$ cat config.mk
export PLATFORM = sky130hd
export DESIGN_NAME = coriolis_ker1_subker0_fpc2ieee_buf
export DESIGN_NICKNAME = d
export VERILOG_FILES = /design/src/rtl/coriolis_fpc_pkg.sv /design/src/rtl/coriolis_fpc2ieee_conv.sv /design/src/rtl/coriolis_ker1_subker0_fpc2ieee_buf.sv
export SDC_FILE = /design/constraint.sdc
export NUM_CORES = 1
export LEC_CHECK = 0
export ABC_AREA = 1
export CORE_MARGIN = 5
export CORE_UTILIZATION = 45
export CTS_BUF_LIST = sky130_fd_sc_hd__clkbuf_8
export DETAILED_ROUTE_END_ITERATION = 10
export RECOVER_POWER = 25
export SYNTH_ARGS = -nofsm -noshare
export SYNTH_HDL_FRONTEND = slang
export SYNTH_SLANG_ARGS = --single-unit
$ cat constraint.sdc
create_clock -name clk -period 3.8 [get_ports clk]
set_clock_uncertainty 0.05 [all_clocks]
set_input_delay 0.38 -clock clk [delete_from_list [all_inputs] [get_ports clk]]
set_output_delay 0.38 -clock clk [all_outputs]
set_load 0.05 [all_outputs]
$ cat src/rtl/coriolis_fpc_pkg.sv
// Shared definitions for FloPoCo <-> IEEE-754 single conversion.
// FloPoCo word layout: [33:32] exception, [31] sign, [30:23] exponent, [22:0] fraction.
package coriolis_fpc_pkg;

    localparam int FPC_W  = 34;
    localparam int IEEE_W = 32;

    localparam logic [IEEE_W-1:0] QNAN = 32'h7FC0_0000;

    typedef enum logic [1:0] {
        EXN_ZERO   = 2'b00,
        EXN_NORMAL = 2'b01,
        EXN_INF    = 2'b10,
        EXN_NAN    = 2'b11
    } exn_e;

endpackage

$ cat src/rtl/coriolis_fpc2ieee_conv.sv
// Combinational FloPoCo-to-IEEE-754 single conversion.
// Zero and Inf keep the sign; NaN becomes the canonical quiet NaN (sign dropped).
module coriolis_fpc2ieee_conv
    import coriolis_fpc_pkg::*;
(
    input  logic [FPC_W-1:0]  fpc_in,
    output logic [IEEE_W-1:0] ieee_out
);

    logic sign;
    assign sign = fpc_in[IEEE_W-1];

    // Map the exception field onto the IEEE encoding.
    always_comb begin
        ieee_out = fpc_in[IEEE_W-1:0];
        case (exn_e'(fpc_in[FPC_W-1:IEEE_W]))
            EXN_ZERO:   ieee_out = {sign, 31'b0};
            EXN_NORMAL: ieee_out = fpc_in[IEEE_W-1:0];
            EXN_INF:    ieee_out = {sign, 8'hFF, 23'b0};
            EXN_NAN:    ieee_out = QNAN;
            default:    ieee_out = fpc_in[IEEE_W-1:0];
        endcase
    end

endmodule

$ cat src/rtl/coriolis_ker1_subker0_fpc2ieee_buf.sv
// Output buffer for the divider: converts FloPoCo results to IEEE-754 single
// and queues them in a first-word-fall-through FIFO.
// Optional feature: define CORIOLIS_FPC_EXN_STATS_EN to add saturating
// NaN / Inf counters (nan_cnt, inf_cnt) on accepted words.
module coriolis_ker1_subker0_fpc2ieee_buf
    import coriolis_fpc_pkg::*;
#(
    parameter int STREAMW = 34,
    parameter int DEPTH   = 8
) (
    input  logic               clk,
    input  logic               rst,
    input  logic               ivalid,
    input  logic [STREAMW-1:0] idata,
    output logic               iready,
    output logic               ovalid,
    output logic [IEEE_W-1:0]  odata,
    input  logic               oready
`ifdef CORIOLIS_FPC_EXN_STATS_EN
    ,
    output logic [15:0]        nan_cnt,
    output logic [15:0]        inf_cnt
`endif
);

    localparam int PW = $clog2(DEPTH);
    localparam logic [PW:0] DEPTH_C = (PW+1)'(DEPTH);

    logic [PW-1:0]     wr_ptr_q, wr_ptr_d;
    logic [PW-1:0]     rd_ptr_q, rd_ptr_d;
    logic [PW:0]       count_q,  count_d;
    logic [IEEE_W-1:0] mem_q [DEPTH];
    logic [IEEE_W-1:0] conv_data;
    logic              push;
    logic              pop;

    coriolis_fpc2ieee_conv u_conv (
        .fpc_in   (idata[FPC_W-1:0]),
        .ieee_out (conv_data)
    );

    // Full blocks input regardless of a same-cycle pop (no pass-through).
    assign iready = (count_q != DEPTH_C);
    assign ovalid = (count_q != '0);
    assign push   = ivalid & iready;
    assign pop    = ovalid & oready;
    assign odata  = mem_q[rd_ptr_q];

    // Pointer and occupancy next-state.
    always_comb begin
        wr_ptr_d = wr_ptr_q;
        rd_ptr_d = rd_ptr_q;
        count_d  = count_q;
        if (push) begin
            wr_ptr_d = wr_ptr_q + PW'(1);
        end
        if (pop) begin
            rd_ptr_d = rd_ptr_q + PW'(1);
        end
        if (push && !pop) begin
            count_d = count_q + (PW+1)'(1);
        end else if (pop && !push) begin
            count_d = count_q - (PW+1)'(1);
        end
    end

    // Control state register; storage contents are intentionally not reset.
    always_ff @(posedge clk) begin
        if (rst) begin
            wr_ptr_q <= '0;
            rd_ptr_q <= '0;
            count_q  <= '0;
        end else begin
            wr_ptr_q <= wr_ptr_d;
            rd_ptr_q <= rd_ptr_d;
            count_q  <= count_d;
        end
    end

    // Storage write of the already-converted word.
    always_ff @(posedge clk) begin
        if (push) begin
            mem_q[wr_ptr_q] <= conv_data;
        end
    end

`ifdef CORIOLIS_FPC_EXN_STATS_EN
    logic [15:0] nan_cnt_q, nan_cnt_d;
    logic [15:0] inf_cnt_q, inf_cnt_d;
    exn_e        in_exn;

    assign in_exn  = exn_e'(idata[FPC_W-1:IEEE_W]);
    assign nan_cnt = nan_cnt_q;
    assign inf_cnt = inf_cnt_q;

    // Saturating exception counters, counting accepted words only.
    always_comb begin
        nan_cnt_d = nan_cnt_q;
        inf_cnt_d = inf_cnt_q;
        if (push && in_exn == EXN_NAN && nan_cnt_q != 16'hFFFF) begin
            nan_cnt_d = nan_cnt_q + 16'd1;
        end
        if (push && in_exn == EXN_INF && inf_cnt_q != 16'hFFFF) begin
            inf_cnt_d = inf_cnt_q + 16'd1;
        end
    end

    // Counter registers.
    always_ff @(posedge clk) begin
        if (rst) begin
            nan_cnt_q <= '0;
            inf_cnt_q <= '0;
        end else begin
            nan_cnt_q <= nan_cnt_d;
            inf_cnt_q <= inf_cnt_d;
        end
    end
`endif

endmodule

After elaboration in Yosys (flattened, before gate mapping)
Memory sizes are Yosys's and may differ from the RTL's. A register that Yosys moved wholly into a read port is not among the register bits.
Index checks and enable logic that the tools add are counted.
- RAM bits: 256
- input bits: 38
- output and inout bits: 34
- register bits: 10
- memories: 1
- word-level logic and storage cells: 28
- memories (memory ; words ; width ; read ports ; clocked after memory_dff ; wr ports ; line ; RTL):
    mem_q ; 8 ; 32 ; 1 ; 1 ; 1 ; coriolis_ker1_subker0_fpc2ieee_buf.sv:32 ; logic [IEEE_W-1:0] mem_q [DEPTH];
- multiplexer cells: 7
- eq/ne operators: 4
- bitwise gates (word level): 2
- $add $sub $neg: 4
- reductions and logical operators: 7
- operator list (cell ; count):
    case mux 32 bit (4 select lines) ; 1
    two-way mux 4 bit ; 2
    adder 3 x 1 -> 3 bit, second input constant ; 2
    two-way mux 3 bit ; 2
    adder 4 x 1 -> 4 bit, second input constant ; 1
    equality test 2 bit, second input constant ; 2
    inequality test 4 bit, second input constant ; 1
    nonzero test 4 bit ; 1
    subtractor 4 x 1 -> 4 bit, second input constant ; 1
    AND 1 bit ; 2
    equality test 2 x 1 -> 1 bit, second input constant ; 1
    logical AND 1 bit ; 2
    zero test 1 bit ; 2
    zero test 2 bit ; 1
    two-way mux 1 bit ; 2
    nonzero test 2 bit ; 1

Longest topological paths before layout
Gate-level depths: netlist (run 1).
- word-level depth: 6
- mapped depth: 14
- mapped depth without buffers: 14

By module
Synthesis (run 1) repeated with hierarchy kept, for this count alone.
- cell total of the unflattened synthesis: 1017
- area, all modules: 11262.1 sq um
- by module, submodules not included (module ; sequential area each (sq um) ; instances ; cells an instance ; area an instance (sq um)):
    coriolis_ker1_subker0_fpc2ieee_buf ; 7947.6 ; 1 ; 947 ; 10886.7
    coriolis_fpc2ieee_conv ; 0.0 ; 1 ; 70 ; 375.4

Worst setup path before layout (run 1)
No wires, ideal clock.
- path kind: register to register
- start point: reg count_q[0]
- end point: mem mem_q[0][0] (enable)
- arrival time: 2.643 ns
- path slack: 0.686 ns
- buffers on the path: 0
- library setup time: 0.421 ns
- stages on the path, launching flop included: 7
- clock period less this slack: 3.114 ns
- required time: 3.329 ns
- cells stage by stage: dfxtp_1 -> nor2_1 -> nand3_1 -> nand2_1 -> inv_1 -> nand2_1 -> nor2_1
- word-level cells in the longest chain between the ends: 4
- RTL lines (item ; line ; RTL):
    from (decl) ; coriolis_ker1_subker0_fpc2ieee_buf.sv:31 ; logic [PW:0] count_q, count_d;
    from (signal assigned) ; coriolis_ker1_subker0_fpc2ieee_buf.sv:76 ; count_q <= count_d;
    inequality test 4 bit ; coriolis_ker1_subker0_fpc2ieee_buf.sv:43 ; assign iready = (count_q != DEPTH_C);
    via iready ; coriolis_ker1_subker0_fpc2ieee_buf.sv:15 ; output logic iready,
    AND 1 bit ; coriolis_ker1_subker0_fpc2ieee_buf.sv:45 ; assign push = ivalid & iready;
    via push ; coriolis_ker1_subker0_fpc2ieee_buf.sv:34 ; logic push;
    two-way mux 1 bit ; coriolis_ker1_subker0_fpc2ieee_buf.sv:82 ; if (push) begin
    two-way mux 1 bit (not written as such) ; coriolis_ker1_subker0_fpc2ieee_buf.sv:83 ; mem_q[wr_ptr_q] <= conv_data;
    to (decl) ; coriolis_ker1_subker0_fpc2ieee_buf.sv:32 ;
The timed path passes the listed nets, and every way through them passes these cells.

==> results of run 1 <==
[through the flow]
stage | util, % | area, µm² | cells
floorplan | - | 11150 | 1014
global placement | 49.78 | 12140 | 1376
detailed placement | 49.78 | 12140 | 1376
CTS | 52.86 | 12890 | 1453
global route | 52.85 | 12890 | 1453
finish | 52.85 | 12890 | 1453
[flip-flops by register name, indices dropped and copies added, names as in the netlist, named ones only]
| signal | cells |
|---|---|
| mem_q | 256 |
| rd_ptr_q | 3 |
| count_q | 4 |
| wr_ptr_q | 3 |
[metal layers]
layer | wire, µm | up-vias
met5 | 0 | -
met4 | 383 | 0
met3 | 1259 | 34
met2 | 11790 | 174
met1 | 11450 | 3334
li1 | - | 3572
[critical path, stage by stage (launching register included)]
cell	delay (ps)
dfxtp_4	380
buf_4	750
nor2_1	110
nor2_1	110
o21ai_0	90
nand2_1	80
nand2_1	50
nand2_1	140
buf_4	210
[power breakdown]
group / internal [mW] / total, mW / switching (mW) / leakage, nW
sequential: 3.47 / 3.54 / 0.0697 / 2.45
combinational: 0.893 / 3.12 / 2.23 / 2.05
clock: 1.09 / 2.16 / 1.07 / 0.438
[layout make-up]
| cell class | count | area [µm²] | area share [%] |
|---|---|---|---|
| tap | 324 | 405.4 | 3.145 |
| clock buffer | 45 | 619.3 | 4.805 |
| multi-input combinational | 653 | 2778 | 21.55 |
| sequential | 269 | 7953 | 61.70 |
| timing repair buffer | 89 | 849.6 | 6.591 |
| inverter | 41 | 153.9 | 1.194 |
| clock inverter | 32 | 131.4 | 1.019 |
[path summary, 6_finish.rpt]
check	endpoint	slack, ps	startpoint
worst min-delay path	wr_ptr_q[2]$_SDFFE_PP0P_	440	ivalid
worst max register to register	mem_q[2][14]$_DFFE_PP_	1460	count_q[0]$_SDFFE_PP0P_
worst min register to register	rd_ptr_q[2]$_SDFFE_PP0P_	450	rd_ptr_q[2]$_SDFFE_PP0P_
worst max-delay path	odata[6]	840	register
[synthesized netlist by cell type, drive strengths merged]
cell	count	area share, %
o21ai	133	6.0
or2	1	0.056
edfxtp	256	69
inv	40	1.3
nand2	198	6.7
nor2	298	10
a21oi	5	0.22
clkinv	1	0.034
a21boi	1	0.067
o21a	1	0.067
ha	5	0.56
buf	38	2.4
xor2	3	0.24
fa	1	0.18
dfxtp	13	2.3
clkbuf	13	0.53
nand3	7	0.31
[cells by family (layout without fill, tap and decap cells)]
family | Yosys count | in the layout | share of synthesized area, %
DFF | 269 | 269 | 71.28
xor gates and xnor gates | 3 | 3 | 0.2357
AOI/OAI and AO/OA | 140 | 140 | 6.329
buffers and inverters | 92 | 207 | 4.343
adders and majority gates | 6 | 6 | 0.7407
and+or+nand+nor | 504 | 504 | 17.07
==> results.md, run 1 <==
- Status: finished with violations
- Failing checks: capacitance limit, slew limit
- RD Place Congestion: 0.7024
- Commonest non-fill, non-tap cells in the layout: nor2_1, edfxtp_1, nand2_1
- Final hold viol count: 0
- Worst-path fanout max: 88
- Worst Path Class, Setup: reg -> out
- Hold depth: 3
- Global route hottest layer: met2
- Grt ovf: 0
- Total Power: 8.815 mW
- Hold crit path type: in -> reg
- Sequential area share after synthesis: 71.28%
- CTS H-tree lvls: 2
- Startpoint types: register
- Synth Warn #: 0
- F_max: 338.1 MHz
- HPWL Detailed: 13280 µm
- Final Setup Violations: 0
- Share of layout cells above drive strength 1: 9.920%
- Slew headroom: -8.158%
- Net Count, Synth: 1058
- Routed WL: 24890 µm
- Initial Util: 45.71%
- Layout Nets: 1142
- CP required: 3370 ps
- Fin Setup TNS: 0 ps
- Fin crit period: 2957 ps
- Initial antenna violation count: 0
- CP endpoint kind: primary output
- ANT cells: 0
- Post-CTS sizing: 0
- Setup bufs post-CTS: 0
- Final worst setup slack: 842.6 ps
- Clock sink count: 269
- Core Box Area: 0.02439 mm²
- Drc violations: 0
- Vias: 7114
- Die width: 167.4 µm
- 1st-pass router iterations: 4
- Met3 Track Usage GR: 2.970%
- Setup slack at placement: 1218 ps
- Crit path arrival time: 2530 ps
- Max-Cap Viols: 1
- Mapped Cells: 1014
- # port buffers: 71
- Synth cell types: 23
- Fillers: 2200
- Most common cell after layout, fill and taps aside: nor2_1
- Overall routing resource usage: 17.72%
- CTS tree: done
- Routed len/inst: 17.13 µm
- Clock Root Buffer: clkbuf_8
- P per Cell Area: 683.9 mW/mm²
- Worst VDD drop: 0.4293 mV
- Unrepaired setup endpoints after global routing: no
- Fin Hold WS: 441.2 ps
- Global-route wire length before repair: 39230 µm
- Post-Syn Area: 0.01115 mm²
- Pin count of the biggest net entering global routing: 89
- FF-to-FF path depth: 7
- Clock Tree Buf Depth: 3
- Met2 Track Usage GR: 29.14%
- Slew @ Worst Pin: 1622 ps
- Total CTS buffers: 44
- Post-DRT Antenna Nets: 0
- Hold Buf Count CTS: 0
- Clk_lat worst skew: 540 ps
- Top-Level Pins: 72
- Die Y: 167.4 µm
- Leakage: 4.936 nW
- Met1 Use GR: 24.47%
- Seq cells post-synth: 269
- Fin crit share: 77.83%
- DIE AREA: 0.02802 mm²
- Post-DR vias/cell: 4.896
- 1st-iter DRT viols: 426
- Syn_area_per_cell: 11.00 µm²
- Row cnt: 57
- Area delta synth->final: 15.61%
- Clock slew at reported path FFs: 50 ps
- Pins Over Slew Limit: 23
- Number of global-route vias before repair: 7155
No activity file was read; power rests on OpenSTA's default activity.
==> inputs of run 2 (changes only) <==
Clock period 3.8 ns to 2.95 ns, I/O delays scaled along.
==> run 2 against run 1 <==
The flow now finishes without violations. Final area is 0.40% higher. Clock power is 27% higher. Sequential cell count stayed put. Global-route usage is 0.55 points lower. Final cell count is 0.14% lower.
==> results.md, run 2 (same netlist as run 1, synthesis figures left out) <==
- Most common cell after layout, fill and taps aside: nor2_1
- Core Box Area: 0.02439 mm² (unchanged)
- CTS tree: done
- Most flop-heavy register: mem_q
- Routed WL: 23920 µm (-3.9%)
- Fin util: 53.06% (+0.21 points)
- Clock slew at reported path FFs: 60 ps (about the same)
- F_max: 385.6 MHz
- FF-to-FF path depth: 12 (+5)
- CP endpoint kind: primary output
- Clock sink count: 269 (unchanged)
- Net switching power: 4.315 mW (+28%)
- Worst VDD drop: 0.5793 mV (+35%)
- 1st-iter DRT viols: 459 (+7.7%)
- Fin crit share: 87.92%
- Comb pwr share: 35.8% (+0.4 points)
- Clock Tree Buf Depth: 3 (unchanged)
- Max FFs per register: 256 (unchanged)
- Unrepaired setup endpoints after global routing: no
- Top-Level Pins: 72 (unchanged)
- Global route hottest layer: met2
- Met3 Track Usage GR: 3.041% (+0.071 points)
- Drc violations: 0 (unchanged)
- Clock Root Buffer: clkbuf_8
- Layout Nets: 1145 (+0.26%)
- Final Setup Violations: 0 (unchanged)
- Crit path arrival time: 2250 ps (-280 ps)
- CP required: 2610 ps (-760 ps)
- # port buffers: 71 (unchanged)
- 1st-pass router iterations: 5 (+1)
- Final hold viol count: 0 (unchanged)
- Number of global-route vias before repair: 7150 (-0.070%)
- Met2 Track Usage GR: 28.57% (-0.56 points)
- Worst r2r dst: count_q[3]$_SDFFE_PP0P_
- Worst-path fanout max: 40 (-55%)
- CP most frequent cell: nand2_1
- Fin crit period: 2594 ps
- Min-delay src: oready
- Initial antenna violation count: 0 (unchanged)
- HPWL Detailed: 12660 µm (-4.7%)
- Pin count of the biggest net entering global routing: 129 (+45%)
- Die width: 167.4 µm (unchanged)
- Area occupied by multi-input gates: 0.002778 mm² (unchanged)
- Crit-path cells: inv_2, buf_4, o21ai_0, nand2_1, nand2_1, nand2_1, buf_4
- Setup bufs post-CTS: 0 (unchanged)
- Hold Buf Count CTS: 0 (unchanged)
- Slowest CP cell: buf_4
- Area delta synth->final: 16.07%
- Fillers: 2184 (-0.73%)
- Clk_lat worst skew: 540 ps (about the same)
- Startpoint types: register
- DIE AREA: 0.02802 mm² (unchanged)
- Global-route wire length before repair: 38310 µm (-2.4%)
- Grt ovf: 0 (unchanged)
- RD Place Congestion: 0.8106 (+15%)
- Worst Path Class, Setup: reg -> out
- Total CTS buffers: 44 (unchanged)
- Setup slack, reg-to-reg: 720 ps (-740 ps)
- Slew @ Worst Pin: 843.9 ps (-778.5 ps)
- Pins Over Slew Limit: 0 (-100%)
- Share of layout cells above drive strength 1: 10.03% (+0.11 points)
- Fin Setup TNS: 0 ps (unchanged)
- ANT cells: 0 (unchanged)
- Switch share: 37.98% (-0.18 points)
- CTS H-tree lvls: 2 (unchanged)
- Status: finished clean
- Met1 Use GR: 23.50% (-0.97 points)
- Commonest non-fill, non-tap cells in the layout: nor2_1, edfxtp_1, nand2_1
- Row cnt: 57 (unchanged)
- Initial Util: 45.71% (unchanged)
- Worst R2R Start: count_q[1]$_SDFFE_PP0P_
- Leakage: 4.963 nW (+0.55%)
- Routed len/inst: 16.49 µm (-3.7%)
- Overall routing resource usage: 17.17% (-0.55 points)
- Post-CTS sizing: 0 (unchanged)
- Register area: 0.007953 mm² (unchanged)
- Hold depth: 3 (unchanged)
- Seq pwr share: 40.0% (about the same)
- Max-Cap Viols: 0 (-1)
- Post-DR vias/cell: 4.919 (+0.46%)
- Critical Path Max Stage Delay: 430 ps (-320 ps)
- Vias: 7137 (+0.32%)
- Clk pwr share: 24.2% (-0.3 points)
- P per Cell Area: 878.0 mW/mm² (+28%)
- Post-DRT Antenna Nets: 0 (unchanged)
- Internal: 7.047 mW (+29%)
- Die Y: 167.4 µm (unchanged)
- Hold crit path type: in -> reg
- Largest registers: mem_q (256), count_q (4)
- Slew headroom: 43.74% (+52 points)
## run 2: cell count changes in the layout (fill, tap and decap cells not counted)
cell,delta
buf_4,-1
clkinv_2,-2
clkinv_1,-6
inv_1,+3
buf_12,+4
## run 2: layout make-up
type / instances / share of cell area, %
clock buffer: 45 / 4.786
clock inverter: 27 / 0.8508
inverter: 41 / 1.189
multi-input combinational: 653 / 21.46
sequential: 269 / 61.45
tap: 324 / 3.133
timing repair buffer: 92 / 7.126
## run 2: worst max path at each step
stage	to	slack, ps
final	odata[11]	360
after CTS	odata[19]	270
after detailed placement	count_q[3]$_SDFFE_PP0P_	650
after floorplan	mem_q[0][0]$_DFFE_PP_	-160
after global placement	count_q[3]$_SDFFE_PP0P_	700
after global routing	odata[11]	120
## run 2: stage by stage
stage | instances | power, mW | hold WS, ps | area (µm²) | setup slack [ps]
3_5_place_dp | 1379 | 8.750 | 437.1 | 12220 | 652.2
2_1_floorplan | 1014 | 7.604 | 314.1 | 11160 | -163.5
5_1_grt | 1451 | 12.07 | 351.3 | 12940 | 117.8
6_report | 1451 | 11.36 | 339.7 | 12940 | 356.4
3_3_place_gp | 1379 | 8.712 | 439.0 | 12220 | 696.2
4_1_cts | 1451 | 11.51 | 312.0 | 12940 | 271.9
## run 2: power groups by stage
stage          Sequential [mW]  Combinational [mW]  Clock [mW]
6_report                  4.55                4.06        2.75
5_1_grt                   4.57                4.49        3.01
4_1_cts                   4.55                4.14        2.83
3_5_place_dp              4.62                4.13           0
3_3_place_gp              4.62                4.09           0
2_1_floorplan             4.61                2.99           0
## run 2: routing by layer
layer / routed length [µm] / vias up
li1: - / 3575
met1: 11110 / 3388
met2: 11470 / 143
met3: 1006 / 31
met4: 340 / 0
met5: 0 / -
## run 2: critical path: cells and delay by family (launching register included)
kind / cells / cell delay (ps)
flops: 1 / 350
compound gates: 1 / 150
simple gates: 3 / 240
buf+inv: 3 / 940
==> inputs of run 3 (changes only) <==
Settings changed: SLEW_MARGIN from default to 20.
==> results of run 3 <==
Final layout, timing and power as in run 2 (identical DEF).
